### src/rtl/inst_fetch_ctrl.sv
// Instruction-fetch sequencer: one outstanding request on an SRAM-like bus, tagged delivery to IF/ID.
// Optional misaligned-PC trap (AdEL) enabled by defining IF_ALIGN_CHECK_EN.
module inst_fetch_ctrl #(
  parameter logic [31:0] RESET_PC = 32'hbfc00000
) (
  input  logic        clk,
  input  logic        rst,
  input  logic [31:0] pc_i,
  output logic        pc_read_ready_o,
  input  logic        stall_i,
  input  logic        flush_i,
  output logic        inst_req_o,
  output logic [31:0] inst_addr_o,
  input  logic        inst_addr_ok_i,
  input  logic        inst_data_ok_i,
  input  logic [31:0] inst_rdata_i,
  output logic [31:0] inst_o,
  output logic [31:0] inst_pc_o,
  output logic        inst_valid_o,
  output logic        stallreq_o,
  output logic [31:0] excepttype_o
);

  localparam logic [1:0] S_IDLE = 2'd0;
  localparam logic [1:0] S_REQ  = 2'd1;
  localparam logic [1:0] S_WAIT = 2'd2;
  localparam logic [1:0] S_HOLD = 2'd3;

  localparam logic [31:0] EXC_ADEL_IF = 32'h0000_0010;

  logic [1:0]  state_q, state_d;
  logic        discard_q, discard_d;
  logic [31:0] addr_q, addr_d;
  logic [31:0] inst_q, inst_d;
  logic [31:0] pc_q, pc_d;
  logic [31:0] exc_q, exc_d;
  logic        enter_req;
  logic        pc_misaligned;

`ifdef IF_ALIGN_CHECK_EN
  assign pc_misaligned = (pc_i[1:0] != 2'b00);
`else
  assign pc_misaligned = 1'b0;
`endif

  always_comb begin
    state_d   = state_q;
    discard_d = discard_q;
    addr_d    = addr_q;
    inst_d    = inst_q;
    pc_d      = pc_q;
    exc_d     = exc_q;
    enter_req = 1'b0;

    case (state_q)
      S_IDLE: begin
        // stall_i is deliberately ignored: CTRL's stall already includes stallreq_o
        if (!flush_i) begin
          enter_req = 1'b1;
        end
      end
      S_REQ: begin
        if (inst_addr_ok_i) begin
          state_d   = S_WAIT;
          discard_d = flush_i;
        end else if (flush_i) begin
          state_d = S_IDLE;
        end
      end
      S_WAIT: begin
        if (inst_data_ok_i) begin
          if (discard_q || flush_i) begin
            state_d   = S_IDLE;
            discard_d = 1'b0;
          end else begin
            state_d = S_HOLD;
            inst_d  = inst_rdata_i;
            pc_d    = addr_q;
            exc_d   = '0;
          end
        end else if (flush_i) begin
          discard_d = 1'b1;
        end
      end
      default: begin
        if (flush_i) begin
          state_d = S_IDLE;
          exc_d   = '0;
        end else if (!stall_i) begin
          enter_req = 1'b1;
          exc_d     = '0;
        end
      end
    endcase

    // A misaligned PC skips the bus and presents a nop carrying the AdEL flag
    if (enter_req) begin
      if (pc_misaligned) begin
        state_d = S_HOLD;
        inst_d  = '0;
        pc_d    = pc_i;
        exc_d   = EXC_ADEL_IF;
      end else begin
        state_d = S_REQ;
        addr_d  = pc_i;
      end
    end
  end

  always_ff @(posedge clk) begin
    if (rst) begin
      state_q   <= S_IDLE;
      discard_q <= 1'b0;
      addr_q    <= RESET_PC;
      inst_q    <= '0;
      pc_q      <= RESET_PC;
      exc_q     <= '0;
    end else begin
      state_q   <= state_d;
      discard_q <= discard_d;
      addr_q    <= addr_d;
      inst_q    <= inst_d;
      pc_q      <= pc_d;
      exc_q     <= exc_d;
    end
  end

  assign inst_req_o      = (state_q == S_REQ);
  assign pc_read_ready_o = inst_req_o && inst_addr_ok_i;
  assign inst_addr_o     = addr_q;
  assign inst_valid_o    = (state_q == S_HOLD);
  assign inst_o          = inst_q;
  assign inst_pc_o       = pc_q;
  assign excepttype_o    = exc_q;
  assign stallreq_o      = !inst_valid_o && !flush_i;

endmodule

### config.mk
export PLATFORM = sky130hd
export DESIGN_NAME = inst_fetch_ctrl
export DESIGN_NICKNAME = d
export VERILOG_FILES = /design/src/rtl/inst_fetch_ctrl.sv
export SDC_FILE = /design/constraint.sdc
export NUM_CORES = 1
export LEC_CHECK = 0
export BUFFER_PORTS_ARGS = -buffer_cell sky130_fd_sc_hd__buf_2
export CORE_MARGIN = 4
export CORE_UTILIZATION = 48
export DETAILED_ROUTE_END_ITERATION = 7
export PLACE_DENSITY = 0.93
export RECOVER_POWER = 50
export SYNTH_ARGS = -nofsm -noshare
export SYNTH_HDL_FRONTEND = slang
export SYNTH_SLANG_ARGS = --single-unit
### constraint.sdc
create_clock -name clk -period 2.6 [get_ports clk]
set_input_delay 0.78 -clock clk [delete_from_list [all_inputs] [get_ports clk]]
set_output_delay 0.78 -clock clk [all_outputs]
set_load 0.01 [all_outputs]
; Word level (Yosys, flattened, before mapping)
; Index checks and enable logic that the tools add are counted.
[word_totals]
out_inout_bits = 132
reg_bits = 131
input_bits = 70
elab_cells = 56
[op_classes]
muxes = 20
bitwise = 3
eq_ne = 11
reduce_logical = 15
[ops]
columns = operator, n
row1 = 32-bit two-way mux, 4
row2 = 32-bit one-hot mux with 2 select lines, 1
row3 = 3-bit != test (second input constant), 3
row4 = 1-bit two-way mux, 8
row5 = 2-bit two-way mux, 4
row6 = 4-bit AND reduction, 2
row7 = 2-bit != test (second input constant), 3
row8 = 2-bit one-hot mux with 3 select lines, 1
row9 = 2-bit OR reduction, 3
row10 = 2-bit equality test (second input constant), 2
row11 = 1-bit one-hot mux with 2 select lines, 2
row12 = 2-bit AND reduction, 2
row13 = 3-bit by 1-bit != test with 1-bit output (second input constant), 1
row14 = 1-bit inverter, 3
row15 = 3-bit AND reduction, 1
row16 = 2-bit by 1-bit equality test with 1-bit output (second input constant), 1
row17 = 1-bit logical AND, 2
row18 = 1-bit zero test, 2
row19 = 2-bit zero test, 1
row20 = 2-bit by 1-bit != test with 1-bit output (second input constant), 1
row21 = 2-bit nonzero test, 1
row22 = 1-bit logical OR, 1

; Longest topological paths before layout
[depth]
ltp_word = 5
mapped_depth = 8
mapped_depth_nobuf = 6

; Worst setup path after synthesis
; No wires, ideal clock.
[synth_path]
kind = input port to output port
from = input flush_i
to = output stallreq_o
required_time_ns = 1.820
setup_slack_ns = 0.711
arrival_time_ns = 1.109
n_path_buf = 1
cell_stages = 2
cell_sequence = buf_2 > nor2_1
[synth_between]
elab_chain_cells = 2
[synth_rtl]
columns = element, line_no
row1 = "start, declared", 11  ; input logic flush_i,
row2 = 1-bit zero test, 135  ; assign stallreq_o = !inst_valid_o && !flush_i;
row3 = 1-bit logical AND, 135
row4 = "end, declared", 20  ; output logic stallreq_o,
; No other way between the ends.

; Worst setup path after layout
[layout_path]
from = register state_q[1]
to = output pc_read_ready_o
[layout_between]
elab_chain_cells = 2
[layout_rtl]
columns = element, line_no
row1 = "start, declared", 31  ; logic [1:0] state_q, state_d;
row2 = "start signal, assigned", 119  ; state_q <= state_d;
row3 = 2-bit by 1-bit equality test with 1-bit output, 128  ; assign inst_req_o = (state_q == S_REQ);
row4 = 1-bit logical AND, 129  ; assign pc_read_ready_o = inst_req_o && inst_addr_ok_i;
row5 = "end, declared", 9  ; output logic pc_read_ready_o,
; No other way between the ends.

==> results.txt <==
The run finished with clean final reports. Once the floorplan was initialized, standard cells occupied 49.7% of the core. The area of the core region came out at 7810 µm². 0 antenna diodes ended up in the layout.

The chip height is roughly 100 µm. The H-tree depth reported by CTS came out at 3. The post-detailed-routing wire length is around 9.6 mm.

Derived from the worst setup path, the maximum achievable clock frequency is 470 MHz. On the final layout, the worst clock skew is 0.00990 ns. TritonCTS built the clock tree. Power spread over the standard cell area amounts to 605 nW/µm².

The fraction of power consumed by sequential logic came out at 55.5%. The number of setup buffers added after CTS is 0. The met2 track utilization from global routing is 33.1%. The wire length of the first global-routing pass is 15.3 mm. After layout, the worst path uses 81.8% of the clock period. For this run, the detailed router's first-pass iteration total came to 4.

In the post-synthesis netlist, the cell with the most instances is sky130_fd_sc_hd__nand2_1. The number of storage elements in the synthesis netlist came out at 99. The number of buffers inserted by port buffering is about 170.

The number of synthesized flops with an enable pin is 0. The final max-slew violation count is 0. The average cell area after synthesis is 8.05 µm².

In the synthesized netlist the dominant register cell turns out to be sky130_fd_sc_hd__dfxtp_1. In this run the remaining antenna-violating nets after routing total 0. The via count of the routed design is approximately 3.5k.

After clock tree synthesis, the clock-pin slew on the worst setup and hold paths is around 0.1 ns. The post-synthesis async set-or-reset flop share came out at 0%. The largest fanout on the critical path came out at 4.

On the critical path, the stage with the largest delay is an instance of sky130_fd_sc_hd__dfxtp_1. Registers take 1980 µm². The setup TNS came out at 0 ns. The cell sitting at the root of the clock tree is a sky130_fd_sc_hd__clkbuf_8. After clock tree synthesis, the flow added hold-fix buffers numbering 0. The final RePlAce weighted congestion is 0.792. The number of antenna violations at the first check in global routing is 0. The normalized max-slew margin is 64.2%. The HPWL after detailed placement is 7.05 mm.

The worst setup path is captured at a primary output. The number of unique standard cell types used by synthesis is 28. The commonest cells after synthesis are 192 x sky130_fd_sc_hd__nand2_1, 99 x sky130_fd_sc_hd__dfxtp_1, 79 x sky130_fd_sc_hd__a21oi_1. The element type at the critical path start is a register.

The number of instances in the synthesized netlist is 482. The worst hold slack across all endpoints is 0.457 ns. The wire length per cell after detailed routing is around 13 µm. Summed over all cells, the static leakage comes to about 1.9 nW. The via count of the first global-routing pass came to 3296. The total number of placement rows is 32. The cell area that synthesis handed to floorplanning was between 3000 and 4000 µm².

The internal power came out at 0.00214 W. Of the synthesized area, sequential elements account for 51.1%. The data arrival at the endpoint of the critical path is roughly 1.4 ns. The max-cap check violation count is 0. The share of post-route cells with drive strength above 1 came out at 17.2%.

The total area of multi-input combinational cells came out at 1590 µm². The number of clock sinks is 99. The signal on the critical path passes through inv_1 -> ha_1 -> and2_1 -> buf_2. The top-area cell type share of the netlist area is 51.1%.

For the worst setup path, the data required time is between 1.5 and 2 ns. The net count of the finished layout came out at 713. The total power consumption of the routed design is ~0.0029 W.

The I/O pin total is 202. Yosys printed 0 warnings. The share of total power consumed by net switching came out at between 20% and 30%. The number of buffers created by CTS is 9. The global route total overflow came out at 0. The total buffers and inverters traversed by the critical path came out at 2.

After detailed routing, the number of remaining DRC violations is 0. The global routing met1 resource utilization is 23.1%. The worst-case IR drop observed on VDD is 295 µV. The post-cts gate resize count is 0. The class of the most critical setup path is register to primary output. The number of vias per cell after detailed routing is 4.75. The analysis attributes to net switching a power of 0.000716 W. The most congested layer reported by global routing is met2. The area added between synthesis and finish came out at 21.7%. The floorplan die area is ~9600 µm².

The slew at the pin closest to its max-slew limit came out at around 0.54 ns. Setup violations remaining at the end of the flow were counted as 0. The proportion of power drawn by combinational gates came out at 9.2%. The dominant cell type by area after synthesis is sky130_fd_sc_hd__dfxtp_1. For this run, the slowest stage of the critical path takes 0.39 ns. The worst hold path belongs to the class register to register. The combined global-route utilization of all metal layers is around a fifth. The number of buffers on the longest clock path came out at 2. The time the final worst path needs with I/O delays and setup is 2.13 ns. The maximum number of pins on one net before global-route repair is 56. For this block, the initial DRC count from the detailed router was approximately 130.

The count of final hold-check violations is 0. The part of the power in the clock network is 35.3%. The met3 track demand over resource is 3.64%. In this design, the largest share of critical-path delay is due to flip-flops. By area the synthesized netlist is led by sky130_fd_sc_hd__dfxtp_1 51%, sky130_fd_sc_hd__nand2_1 19%, sky130_fd_sc_hd__a21oi_1 10%, sky130_fd_sc_hd__buf_4 6.8%, sky130_fd_sc_hd__nand3b_1 3.5%.

At the later pin of the worst-skew pair, clock insertion delay measures 0.34 ns. Setup repair after global routing left no endpoint under its margin. The number of fill cells is 718. The die boundary width is 97.9 µm.
==> registers in the layout (all words and copies together) (netlist names) <==
signal,count
inst_o,32
discard_q,1
inst_addr_o,32
state_q,2
inst_pc_o,32
==> final timing paths <==
path               from              end  slack [ns]  depth (start not counted)
max          state_q[1]  pc_read_ready_o        0.47                          4
min          inst_o[31]       inst_o[31]        0.46                          2
max reg2reg  state_q[0]  inst_addr_o[18]        0.73                          7
min reg2reg  inst_o[31]       inst_o[31]        0.46                          2
==> power groups by stage <==
stage          registers (W)  logic [W]  clock network [W]
5_1_grt              0.00159   0.000291            0.00111
6_report             0.00158   0.000262            0.00101
3_3_place_gp         0.00162   0.000261                  0
3_5_place_dp         0.00162   0.000268                  0
4_1_cts              0.00158   0.000269            0.00104
2_1_floorplan        0.00163   0.000171                  0
==> worst reg2reg max path: cells and delay by family, from the launching register on <==
family / cells / cell delay, ns
AO/OA/AOI/OAI: 2 / 0.54
buffers and inverters: 2 / 0.42
adder cells (fa/ha/maj): 1 / 0.23
flip-flops: 1 / 0.36
AND/OR/NAND/NOR: 2 / 0.24
==> cell type report <==
cell class | count | share of cell area, %
Clock inverter | 6 | 1.51
Inverter | 3 | 0.239
Multi-Input combinational cell | 348 | 33.6
Clock buffer | 10 | 2.92
Tap cell | 102 | 2.70
Timing Repair Buffer | 178 | 17.0
Sequential cell | 99 | 42.0
==> per-layer routing <==
| layer | vias up | wire length [µm] |
|---|---|---|
| li1 | 1791 | - |
| met1 | 1587 | 3970 |
| met2 | 151 | 4730 |
| met3 | 18 | 709 |
| met4 | 0 | 181 |
| met5 | - | 0 |
==> placed cells by master (no fill, tap or decap), types with 3 or more instances in the layout <==
| master | synthesis | final |
|---|---|---|
| sky130_fd_sc_hd__conb_1 | 1 | 32 |
| sky130_fd_sc_hd__ha_1 | 4 | 4 |
| sky130_fd_sc_hd__clkbuf_1 | 10 | 88 |
| sky130_fd_sc_hd__a21oi_1 | 79 | 79 |
| sky130_fd_sc_hd__dfxtp_1 | 99 | 99 |
| sky130_fd_sc_hd__clkbuf_8 | 0 | 10 |
| sky130_fd_sc_hd__inv_1 | 3 | 3 |
| sky130_fd_sc_hd__nand2b_1 | 3 | 3 |
| sky130_fd_sc_hd__buf_2 | 13 | 81 |
| sky130_fd_sc_hd__buf_4 | 35 | 9 |
| sky130_fd_sc_hd__nand2_1 | 192 | 192 |
| sky130_fd_sc_hd__nor2_1 | 3 | 3 |
| sky130_fd_sc_hd__nand3b_1 | 18 | 18 |
==> cells by family after synthesis <==
logic type / synth area share [%]
AO/OA/AOI/OAI: 11.9
adder cells (fa/ha/maj): 1.29
buffers and inverters: 11.2
flip-flops: 51.1
multiplexers: 0.290
other: 0.0967
AND/OR/NAND/NOR: 24.1
==> through the flow <==
stage          cell area, µm²  util, %  setup WS [ns]  cells
3_5_place_dp             4620     59.2          0.587    730
5_1_grt                  4720     60.4          0.406    746
2_1_floorplan            4000        -          0.711    513
6_report                 4720     60.4          0.474    746
3_3_place_gp             4620     59.2          0.640    730
4_1_cts                  4830     61.9          0.444    746
Note: power is estimated with default switching activity, not from simulation.
